===== src/rtl/pipe_skid_stage_pkg.sv =====
// Shared definitions for the pipeline stage register.
//   id_ex_t      : packed ID->EX bundle; its member order fixes the field offsets
//                  (aluop in the MSBs down to delay_addr in the LSBs).
//   ID_EX_W      : width of the packed bundle, used as the default payload width.
//   ID_EX_NOP    : bubble value inserted when the stage holds nothing.
//   stage_state_e: 2-bit occupancy encoding shared by both stage variants.
package pipe_skid_stage_pkg;

  localparam logic [7:0] ALUOP_NOP = 8'h00;
  localparam logic [2:0] RES_NOP   = 3'b000;

  typedef struct packed {
    logic [7:0]  aluop;
    logic [2:0]  alusel;
    logic [31:0] reg1;
    logic [31:0] reg2;
    logic [4:0]  wd;
    logic        wreg;
    logic [15:0] imm;
    logic        in_delay_slot;
    logic        next_in_delay_slot;
    logic [31:0] delay_addr;
  } id_ex_t;

  localparam int ID_EX_W = $bits(id_ex_t);

  // A bubble is a no-op ALU operation that writes no result.
  function automatic id_ex_t id_ex_nop();
    id_ex_t b;
    b        = '0;
    b.aluop  = ALUOP_NOP;
    b.alusel = RES_NOP;
    b.wreg   = 1'b0;
    return b;
  endfunction

  localparam id_ex_t ID_EX_NOP = id_ex_nop();

  typedef enum logic [1:0] {
    ST_EMPTY = 2'd0,
    ST_FULL  = 2'd1,
    ST_SKID  = 2'd2
  } stage_state_e;

endpackage


===== src/rtl/pipe_sat_counter.sv =====
// Saturating up-counter.
// Ports:
//   clk  : rising-edge clock
//   rst  : asynchronous active-low reset, clears the count
//   inc  : count one on this edge
//   cnt  : current count, sticks at all-ones
module pipe_sat_counter #(
  parameter int CNT_W = 32
) (
  input  logic             clk,
  input  logic             rst,
  input  logic             inc,
  output logic [CNT_W-1:0] cnt
);

  always_ff @(posedge clk or negedge rst) begin
    if (!rst) begin
      cnt <= '0;
    end else if (inc && (cnt != {CNT_W{1'b1}})) begin
      cnt <= cnt + CNT_W'(1);
    end
  end

endmodule


===== src/rtl/pipe_skid_stage.sv =====
// Pipeline-stage register with valid/ready handshake, optional 2-entry skid
// buffer, synchronous flush and a saturating stall counter.
//
//   state    | meaning
//   ---------+--------------------------------------------------------------
//   ST_EMPTY | nothing held, out_data is the bubble, in_ready=1
//   ST_FULL  | main register holds the output payload, in_ready=1
//   ST_SKID  | main and skid both hold payloads, in_ready=0 (SKID=1 only)
//
// Ports:
//   clk       : rising-edge clock
//   rst       : asynchronous active-low reset
//   flush     : drop everything held, present a bubble next cycle
//   in_valid  : upstream payload valid
//   in_ready  : stage accepts this cycle
//   in_data   : upstream payload
//   out_valid : payload held for downstream
//   out_ready : downstream accepts this cycle
//   out_data  : held payload, NOP_VAL when out_valid=0
//   stall_cnt : edges with out_valid=1 and out_ready=0, saturating
module pipe_skid_stage
  import pipe_skid_stage_pkg::*;
#(
  parameter int                DATA_W  = ID_EX_W,
  parameter logic [DATA_W-1:0] NOP_VAL = DATA_W'(ID_EX_NOP),
  parameter int                SKID    = 1,
  parameter int                CNT_W   = 32
) (
  input  logic              clk,
  input  logic              rst,
  input  logic              flush,
  input  logic              in_valid,
  output logic              in_ready,
  input  logic [DATA_W-1:0] in_data,
  output logic              out_valid,
  input  logic              out_ready,
  output logic [DATA_W-1:0] out_data,
  output logic [CNT_W-1:0]  stall_cnt
);

  stage_state_e      state_q, state_d;
  logic [DATA_W-1:0] main_q, main_d;
  logic              in_fire, out_fire;

  // Every path into ST_EMPTY reloads main with the bubble, so the output
  // bus can be driven straight from the register.
  assign out_valid = (state_q != ST_EMPTY);
  assign out_data  = main_q;
  assign in_fire   = in_valid & in_ready;
  assign out_fire  = out_valid & out_ready;

  generate
    if (SKID != 0) begin : g_skid
      logic [DATA_W-1:0] skid_q, skid_d;

      // Registered ready: depends only on occupancy, never on out_ready.
      assign in_ready = (state_q != ST_SKID);

      always_ff @(posedge clk or negedge rst) begin
        if (!rst) begin
          state_q <= ST_EMPTY;
          main_q  <= NOP_VAL;
          skid_q  <= NOP_VAL;
        end else begin
          state_q <= state_d;
          main_q  <= main_d;
          skid_q  <= skid_d;
        end
      end

      always_comb begin
        state_d = state_q;
        main_d  = main_q;
        skid_d  = skid_q;
        case (state_q)
          ST_EMPTY: begin
            if (in_fire) begin
              state_d = ST_FULL;
              main_d  = in_data;
            end
          end
          ST_FULL: begin
            if (in_fire && out_fire) begin
              main_d = in_data;
            end else if (in_fire) begin
              state_d = ST_SKID;
              skid_d  = in_data;
            end else if (out_fire) begin
              state_d = ST_EMPTY;
              main_d  = NOP_VAL;
            end
          end
          ST_SKID: begin
            if (out_fire) begin
              state_d = ST_FULL;
              main_d  = skid_q;
              skid_d  = NOP_VAL;
            end
          end
          default: begin
            state_d = ST_EMPTY;
            main_d  = NOP_VAL;
            skid_d  = NOP_VAL;
          end
        endcase
        // Flush wins over any transfer in the same cycle, including an
        // accepted input, which is simply discarded.
        if (flush) begin
          state_d = ST_EMPTY;
          main_d  = NOP_VAL;
          skid_d  = NOP_VAL;
        end
      end
    end else begin : g_single
      // Single register: ready passes through combinationally so the
      // stage can refill in the same cycle it drains.
      assign in_ready = ~out_valid | out_ready;

      always_ff @(posedge clk or negedge rst) begin
        if (!rst) begin
          state_q <= ST_EMPTY;
          main_q  <= NOP_VAL;
        end else begin
          state_q <= state_d;
          main_q  <= main_d;
        end
      end

      always_comb begin
        state_d = state_q;
        main_d  = main_q;
        if (in_fire) begin
          state_d = ST_FULL;
          main_d  = in_data;
        end else if (out_fire) begin
          state_d = ST_EMPTY;
          main_d  = NOP_VAL;
        end else if (state_q == ST_SKID) begin
          state_d = ST_EMPTY;
          main_d  = NOP_VAL;
        end
        if (flush) begin
          state_d = ST_EMPTY;
          main_d  = NOP_VAL;
        end
      end
    end
  endgenerate

  pipe_sat_counter #(
    .CNT_W (CNT_W)
  ) u_stall_cnt (
    .clk (clk),
    .rst (rst),
    .inc (out_valid & ~out_ready),
    .cnt (stall_cnt)
  );

endmodule


===== config.mk =====
export PLATFORM = sky130hd
export DESIGN_NAME = pipe_skid_stage
export DESIGN_NICKNAME = d
export VERILOG_FILES = /design/src/rtl/pipe_skid_stage_pkg.sv /design/src/rtl/pipe_sat_counter.sv /design/src/rtl/pipe_skid_stage.sv
export SDC_FILE = /design/constraint.sdc
export NUM_CORES = 1
export LEC_CHECK = 0
export CAP_MARGIN = 20
export CORE_UTILIZATION = 46
export CTS_CLUSTER_SIZE = 25
export DETAILED_ROUTE_END_ITERATION = 10
export PLACE_DENSITY_LB_ADDON = 0.12
export SETUP_SLACK_MARGIN = 0.2
export SLEW_MARGIN = 40
export SYNTH_ARGS = -nofsm -noshare
export SYNTH_HDL_FRONTEND = slang
export SYNTH_HIERARCHICAL = 1
export SYNTH_SLANG_ARGS = --single-unit

===== constraint.sdc =====
create_clock -name clk -period 2.35 [get_ports clk]
set_clock_uncertainty 0.2 [all_clocks]
set_input_delay 0.47 -clock clk [delete_from_list [all_inputs] [get_ports clk]]
set_output_delay 0.47 -clock clk [all_outputs]
set_load 0.005 [all_outputs]

==> flow_metrics.py, run 1 <==
metrics = {
    "floorplanning": {
        "fp.dieH_um": 173,
        "fp.dieW_um": 173,
        "io_pins": 301,
        "start_util_pct": 46.8,
        "dieArea_sq_um": 29800,
        "rows": 62,
        "coreArea_sq_um": 28600,
    },
    "timing": {
        "tightestPinTransition_ps": 422,
        "slew-limit-headroom_pct": 71.8,
        "finalHoldViolations": 0,
        "min_period_over_period_pct": 91.6,
        "setup_viol": 0,
        "fmax_ghz": 0.465,
        "hold_slack_ps": 258,
        "drv_slew": 0,
        "period_needed_ps": 2150,
        "rsz0062_at_grt": "true",
    },
    "route": {
        "drt_wl_total_um": 36500,
        "firstDrtPassIters": 5,
        "vias": 10600,
        "ant_nets": 0,
        "routedWlPerCell_um": 18.8,
        "via_per_inst": 5.46,
        "drt_iter0_drc": 737,
        "drc_errors": 0,
    },
    "final_layout": {
        "final_cells": 1941,
        "drive_above_1_share_pct": 12.3,
        "fin_util_pct": 65.6,
        "fillers": 2199,
        "most-common-layout-cells": "292 x clkdlybuf4s50_1, 285 x dfrtp_1, 149 x nand2_1",
        "layout-area-overhead-vs-synth_pct": 40.4,
        "nets": 1673,
        "layout_commonest_cell": "clkdlybuf4s50_1",
    },
    "global_routing": {
        "grt_pass1_wl_um": 58400,
        "grt_pass1_vias": 10700,
        "antenna_found_initial": 3,
        "overflow": 0,
        "grt_max_degree": 77,
        "grt.total_usage_pct": 24.2,
    },
    "synth": {
        "synth_area_leaders": "dfrtp_1 55%, mux2i_1 10%, o2bb2ai_1 8.6%",
        "synth_top_area_share_pct": 55.3,
        "ys_seq_area_share_pct": 55.3,
        "synth_cells": 1184,
        "yosys_warnings": 6,
        "yosysTopAreaCell": "dfrtp_1",
        "yosysUniqueCellTypes": 43,
        "synth.avg_cell_area_sq_um": 11.3,
        "ys_ff_latch": 296,
        "netlist_area_sq_um": 13400,
        "syn_nets": 1321,
    },
    "power": {
        "vdd_drop_max_mv": 0.488,
        "power_density_nw_per_um2": 693,
        "power_leakage_nw": 8.26,
        "report.power.total_mw": 13.0,
    },
    "setup_path": {
        "worstSetupEndpointType": "output pin",
        "worstRegToRegCells": 7,
        "cp-start-kind": "flip-flop",
        "worstSetupPathType": "flip-flop to output pin",
        "crit_arrival_ps": 1480,
        "critical_path_required_ps": 1680,
        "worstPathMaxFanout": 8,
    },
    "clocking": {
        "clkSinkCount": 296,
        "cts_max_level": 2,
        "path_clk_slew_ps": 60,
        "tritoncts": "built",
        "cts_buffers": 34,
        "cts_root_buffer": "clkbuf_16",
        "clock_latency_ps": 500,
        "clockBufferDepth": 3,
    },
    "worst_hold_path": {
        "worstHoldPathType": "primary input to asynchronous set/reset pin",
    },
    "placement": {
        "dp_cells": 1844,
        "gp_congestion": 0.844,
        "hpwl_um": 23500,
        "io_buffer_count": 300,
    },
    "job": {
        "cap_violations": 0,
    },
    "status": {
        "status": "finished, final reports clean",
    },
}
-- sequential cells by signal, summed over array words and instances (netlist names) --
register and cells:
u_stall_cnt/cnt 32, out_data 131, g_skid.skid_q 131, state_q 2
-- cell families (layout without fill, tap and decap cells) --
family	count (synthesis)	in the layout	synth area share, %
buffers and inverters	226	598	8.00
AND/OR/NAND/NOR	221	221	7.69
XOR/XNOR	29	29	1.90
AO/OA/AOI/OAI	275	275	16.8
other	0	1	0
adder cells (fa/ha/maj)	1	1	0.0935
flip-flops	296	296	55.3
multiplexers	136	136	10.2
-- through the flow --
stage	instance area, sq um	TNS (ps)	worst slack (ps)
2_1_floorplan	13400	0	214
3_3_place_gp	17300	-899	-112
3_5_place_dp	17300	-1960	-148
4_1_cts	18500	0	116
5_1_grt	18800	0	134
6_report	18800	0	198
-- cell type report --
cell class	count	area [sq um]	share of cell area, %
diodes	1	2.50	0.0133
clock buffers	51	1060	5.63
clock inverters	5	50.0	0.266
inverters	135	507	2.70
multi-input cells	662	4980	26.5
flip-flops and latches	296	7420	39.5
well taps	384	480	2.56
repair buffers	407	4290	22.9
-- layer usage --
metal	wire length (um)	global-route usage (%)
met1	16100	33.4
met3	2350	5.32
met2	17200	38.2
met4	920	7.22
met5	0	0
-- cells in the mapped netlist --
| cell | number |
|---|---|
| a211oi_1 | 1 |
| a21oi_1 | 4 |
| a21oi_2 | 1 |
| a22oi_1 | 131 |
| a31oi_1 | 1 |
| a31oi_4 | 1 |
| and2_1 | 1 |
| and3_1 | 2 |
| and4_1 | 4 |
| buf_2 | 43 |
| buf_4 | 23 |
| buf_6 | 11 |
| clkbuf_1 | 14 |
| dfrtp_1 | 296 |
| ha_1 | 1 |
| inv_1 | 135 |
| mux2_1 | 1 |
| mux2_2 | 1 |
| mux2i_1 | 134 |
| nand2_1 | 149 |
| nand2_2 | 1 |
| nand3_1 | 15 |
| nand3_2 | 1 |
| nand3b_1 | 2 |
| nand4_1 | 15 |
| nand4_2 | 1 |
| nor2_1 | 12 |
| nor2_2 | 1 |
| nor2b_1 | 2 |
| nor3_1 | 3 |
| nor3_2 | 3 |
| nor3b_2 | 1 |
| nor4_1 | 3 |
| nor4_2 | 1 |
| nor4_4 | 1 |
| o211ai_1 | 2 |
| o21a_1 | 2 |
| o2bb2ai_1 | 131 |
| o31ai_4 | 1 |
| or2_2 | 1 |
| or4_4 | 2 |
| xnor2_1 | 24 |
| xor2_1 | 5 |
-- power by group --
| group | internal [mW] | switching (mW) |
|---|---|---|
| registers | 5.44 | 0.233 |
| logic | 1.17 | 0.989 |
| clock network | 3.20 | 1.99 |
| total | 9.81 | 3.21 |
-- worst max-delay path: stages (launching register included) --
cell	delay, ps
dfrtp_1	380
buf_6	150
nor2b_4	110
inv_1	50
dlygate4sd2_1	290
-- worst paths after layout --
check / from / endpoint / slack [ps]
worst max-delay path: state_q[0] / in_ready / 200
worst min-delay path: rst / g_skid.skid_q[42] / 260
worst max register to register: u_stall_cnt/cnt[4] / u_stall_cnt/cnt[30] / 220
worst min register to register: out_data[5] / out_data[5] / 280
max in group asynchronous: rst / out_data[111] / 940
min in group clk: out_data[5] / out_data[5] / 280
-- timing repair --
item,CTS,global route
endpoints found under the hold margin,38,0
pin swaps,0,5
setup endpoints to repair,21,31
resized for setup,15,16
setup buffers,15,24
hold buffers,1,0
Power figures use the tool's default switching activity.
==> run 2: changes to the inputs <==
--- a/config.mk
+++ b/config.mk
@@ -6,10 +6,11 @@
 export NUM_CORES = 1
 export LEC_CHECK = 0
 export CAP_MARGIN = 20
-export CORE_UTILIZATION = 46
+export CORE_UTILIZATION = 55
 export CTS_CLUSTER_SIZE = 25
 export DETAILED_ROUTE_END_ITERATION = 10
-export PLACE_DENSITY_LB_ADDON = 0.12
+export PLACE_DENSITY = 0.9
+export RECOVER_POWER = 100
 export SETUP_SLACK_MARGIN = 0.2
 export SLEW_MARGIN = 40
 export SYNTH_ARGS = -nofsm -noshare
==> constraint.sdc (replaced) <==
create_clock -name clk -period 2.59 [get_ports clk]
set_clock_uncertainty 0.2 [all_clocks]
set_input_delay 0.518 -clock clk [delete_from_list [all_inputs] [get_ports clk]]
set_output_delay 0.518 -clock clk [all_outputs]
set_load 0.005 [all_outputs]
==> flow_metrics.py, run 2 (synthesis gave the netlist of run 1 again) <==
metrics = {
    "timing": {
        "tns_ps": 0,
        "drv_slew": 0,
        "layout_setup_ws_ps": 208,
        "min_period_over_period_pct": 92.0,
        "fmax_ghz": 0.420,
        "setup_viol": 0,
        "rsz0062_at_grt": "false",
        "finalHoldViolations": 0,
        "period_needed_ps": 2380,
        "tightestPinTransition_ps": 1400,
        "slew-limit-headroom_pct": 6.68,
    },
    "placement": {
        "place_ws_ps": 87.9,
        "hpwl_um": 23300,
        "gp_congestion": 0.892,
        "io_buffer_count": 300,
    },
    "power": {
        "p_comb_share_pct": 14.9,
        "power.internal_mw": 8.43,
        "sw_frac_of_total_pct": 25.6,
        "power_frac_seq_pct": 45.5,
        "power_leakage_nw": 8.14,
        "power_frac_clock_pct": 39.7,
        "switchingPower_mw": 2.90,
        "vdd_drop_max_mv": 0.416,
        "power_density_nw_per_um2": 640,
    },
    "route": {
        "drt_iter0_drc": 901,
        "vias": 10800,
        "drt_wl_total_um": 37400,
        "routedWlPerCell_um": 20.7,
        "via_per_inst": 5.97,
        "firstDrtPassIters": 5,
        "drc_errors": 0,
        "ant_nets": 0,
    },
    "clocking": {
        "cts_max_level": 1,
        "tritoncts": "built",
        "path_clk_slew_ps": 60,
        "cts_root_buffer": "clkbuf_16",
        "postCtsSetupRepairBufs": 0,
        "clkSinkCount": 296,
        "clockBufferDepth": 3,
        "clock_latency_ps": 540,
        "cts_buffers": 31,
    },
    "setup_path": {
        "r2r_start": "state_q[1]",
        "r2r-end": "out_data[45]",
        "worstPathMaxFanout": 5,
        "worstSetupPathType": "flip-flop to output pin",
        "slowest_stage": "dlygate4sd3_1",
        "crit_arrival_ps": 1660,
        "rrSetupSlack_ps": 270,
        "worstSetupPathDepth": 1,
        "critical_path_required_ps": 1870,
        "cp-endpoint": "stall_cnt[17]",
        "path_buf_inv": 1,
        "worstSetupEndpointType": "output pin",
        "slowest_delay_ps": 650,
        "path_cells": "dlygate4sd3_1",
        "setup.worst_path.start": "u_stall_cnt/cnt[17]",
        "worstRegToRegCells": 5,
        "cp-start-kind": "flip-flop",
        "cp_top_family": "buffers and inverters",
    },
    "floorplanning": {
        "start_util_pct": 56.5,
        "fp.dieH_um": 158,
        "fp.dieW_um": 158,
        "io_pins": 301,
        "rows": 56,
        "coreArea_sq_um": 23700,
        "dieArea_sq_um": 25000,
    },
    "global_routing": {
        "grt_pass1_wl_um": 59000,
        "antenna_found_initial": 0,
        "overflow": 0,
        "grt.total_usage_pct": 30.0,
        "grt_max_degree": 111,
        "grt_pass1_vias": 11000,
    },
    "final_layout": {
        "drive_above_1_share_pct": 6.44,
        "layout_commonest_cell": "dfrtp_1",
        "layout-area-overhead-vs-synth_pct": 32.2,
        "most-common-layout-cells": "296 x dfrtp_1, 162 x dlygate4sd3_1, 150 x nand2_1",
        "nets": 1605,
        "antenna_cells": 0,
    },
    "job": {
        "cap_violations": 0,
    },
    "status": {
        "status": "finished, final reports clean",
    },
    "worst_hold_path": {
        "worstHoldPathType": "flip-flop to flip-flop",
        "min_from": "out_data[0]",
    },
}
run 2: what timing repair did:
item | CTS | global route
resized for setup | 2 | 2
hold buffers | 1 | 0
endpoints found under the setup margin | 2 | 2
hold endpoints to repair | 44 | 0
gates cloned | 0 | 0
run 2: worst reg2reg max path: cells and delay by family, from the launching register on:
| kind | cells | cell delay (ps) |
|---|---|---|
| buffers and inverters | 2 | 1030 |
| AO/OA/AOI/OAI | 2 | 390 |
| flip-flops | 1 | 360 |
| AND/OR/NAND/NOR | 1 | 180 |
run 2: cell type report:
class                           count  area, sq um
Sequential cell                   296         7410
Multi-Input combinational cell    662         4890
Clock buffer                       43          891
Fill cell                        1526         5980
Inverter                          135          507
Timing Repair Buffer              342         3450
Tap cell                          319          399
Clock inverter                     12          146
run 2: through the flow:
step / total power [mW] / cells / utilization [%] / hold WS, ps / area, sq um
global route: 11.7 / 1809 / 74.7 / 293 / 17700
global placement: 6.94 / 1753 / 71.0 / 266 / 16800
floorplan: 5.96 / 1184 / - / 22.4 / 13400
CTS: 11.5 / 1809 / 75.4 / 285 / 17900
detailed placement: 7.00 / 1753 / 71.0 / 265 / 16800
finish: 11.3 / 1809 / 74.7 / 283 / 17700
run 2: worst min path at each step:
stage                                   end  slack (ps)  cells past startpoint
after floorplan            g_skid.skid_q[0]          20                      0
after global placement    g_skid.skid_q[17]         270                      1
after detailed placement       out_data[24]         260                      1
after CTS                 g_skid.skid_q[17]         280                      2
after global routing          out_data[127]         290                      1
final                           out_data[0]         280                      1
run 2: power groups by stage:
stage          clock (mW)  combinational, mW  sequential (mW)
6_report             4.49               1.69             5.15
5_1_grt              4.74               1.82             5.19
4_1_cts              4.55               1.79             5.16
3_5_place_dp            0               1.77             5.23
3_3_place_gp            0               1.72             5.22
2_1_floorplan           0              0.769             5.19
run 2: routing by layer:
layer  part of all wire [%]  wire [um]  vias up  track usage, %
met1                     40      14900     5401            39.7
met4                    3.9       1450        0            11.7
met3                    7.2       2700      113            5.04
met5                      0          0        -               0
met2                     49      18300      542            49.6
li1                       -          -     4751               -
==> run 3: changes to the inputs <==
--- a/config.mk
+++ b/config.mk
@@ -5,6 +5,7 @@
 export SDC_FILE = /design/constraint.sdc
 export NUM_CORES = 1
 export LEC_CHECK = 0
+export ABC_CLOCK_PERIOD_IN_PS = 2590
 export CAP_MARGIN = 20
 export CORE_UTILIZATION = 55
 export CTS_CLUSTER_SIZE = 25
==> results of run 3 <==
Same layout as run 2: the final DEF is identical, and so are final timing and power.
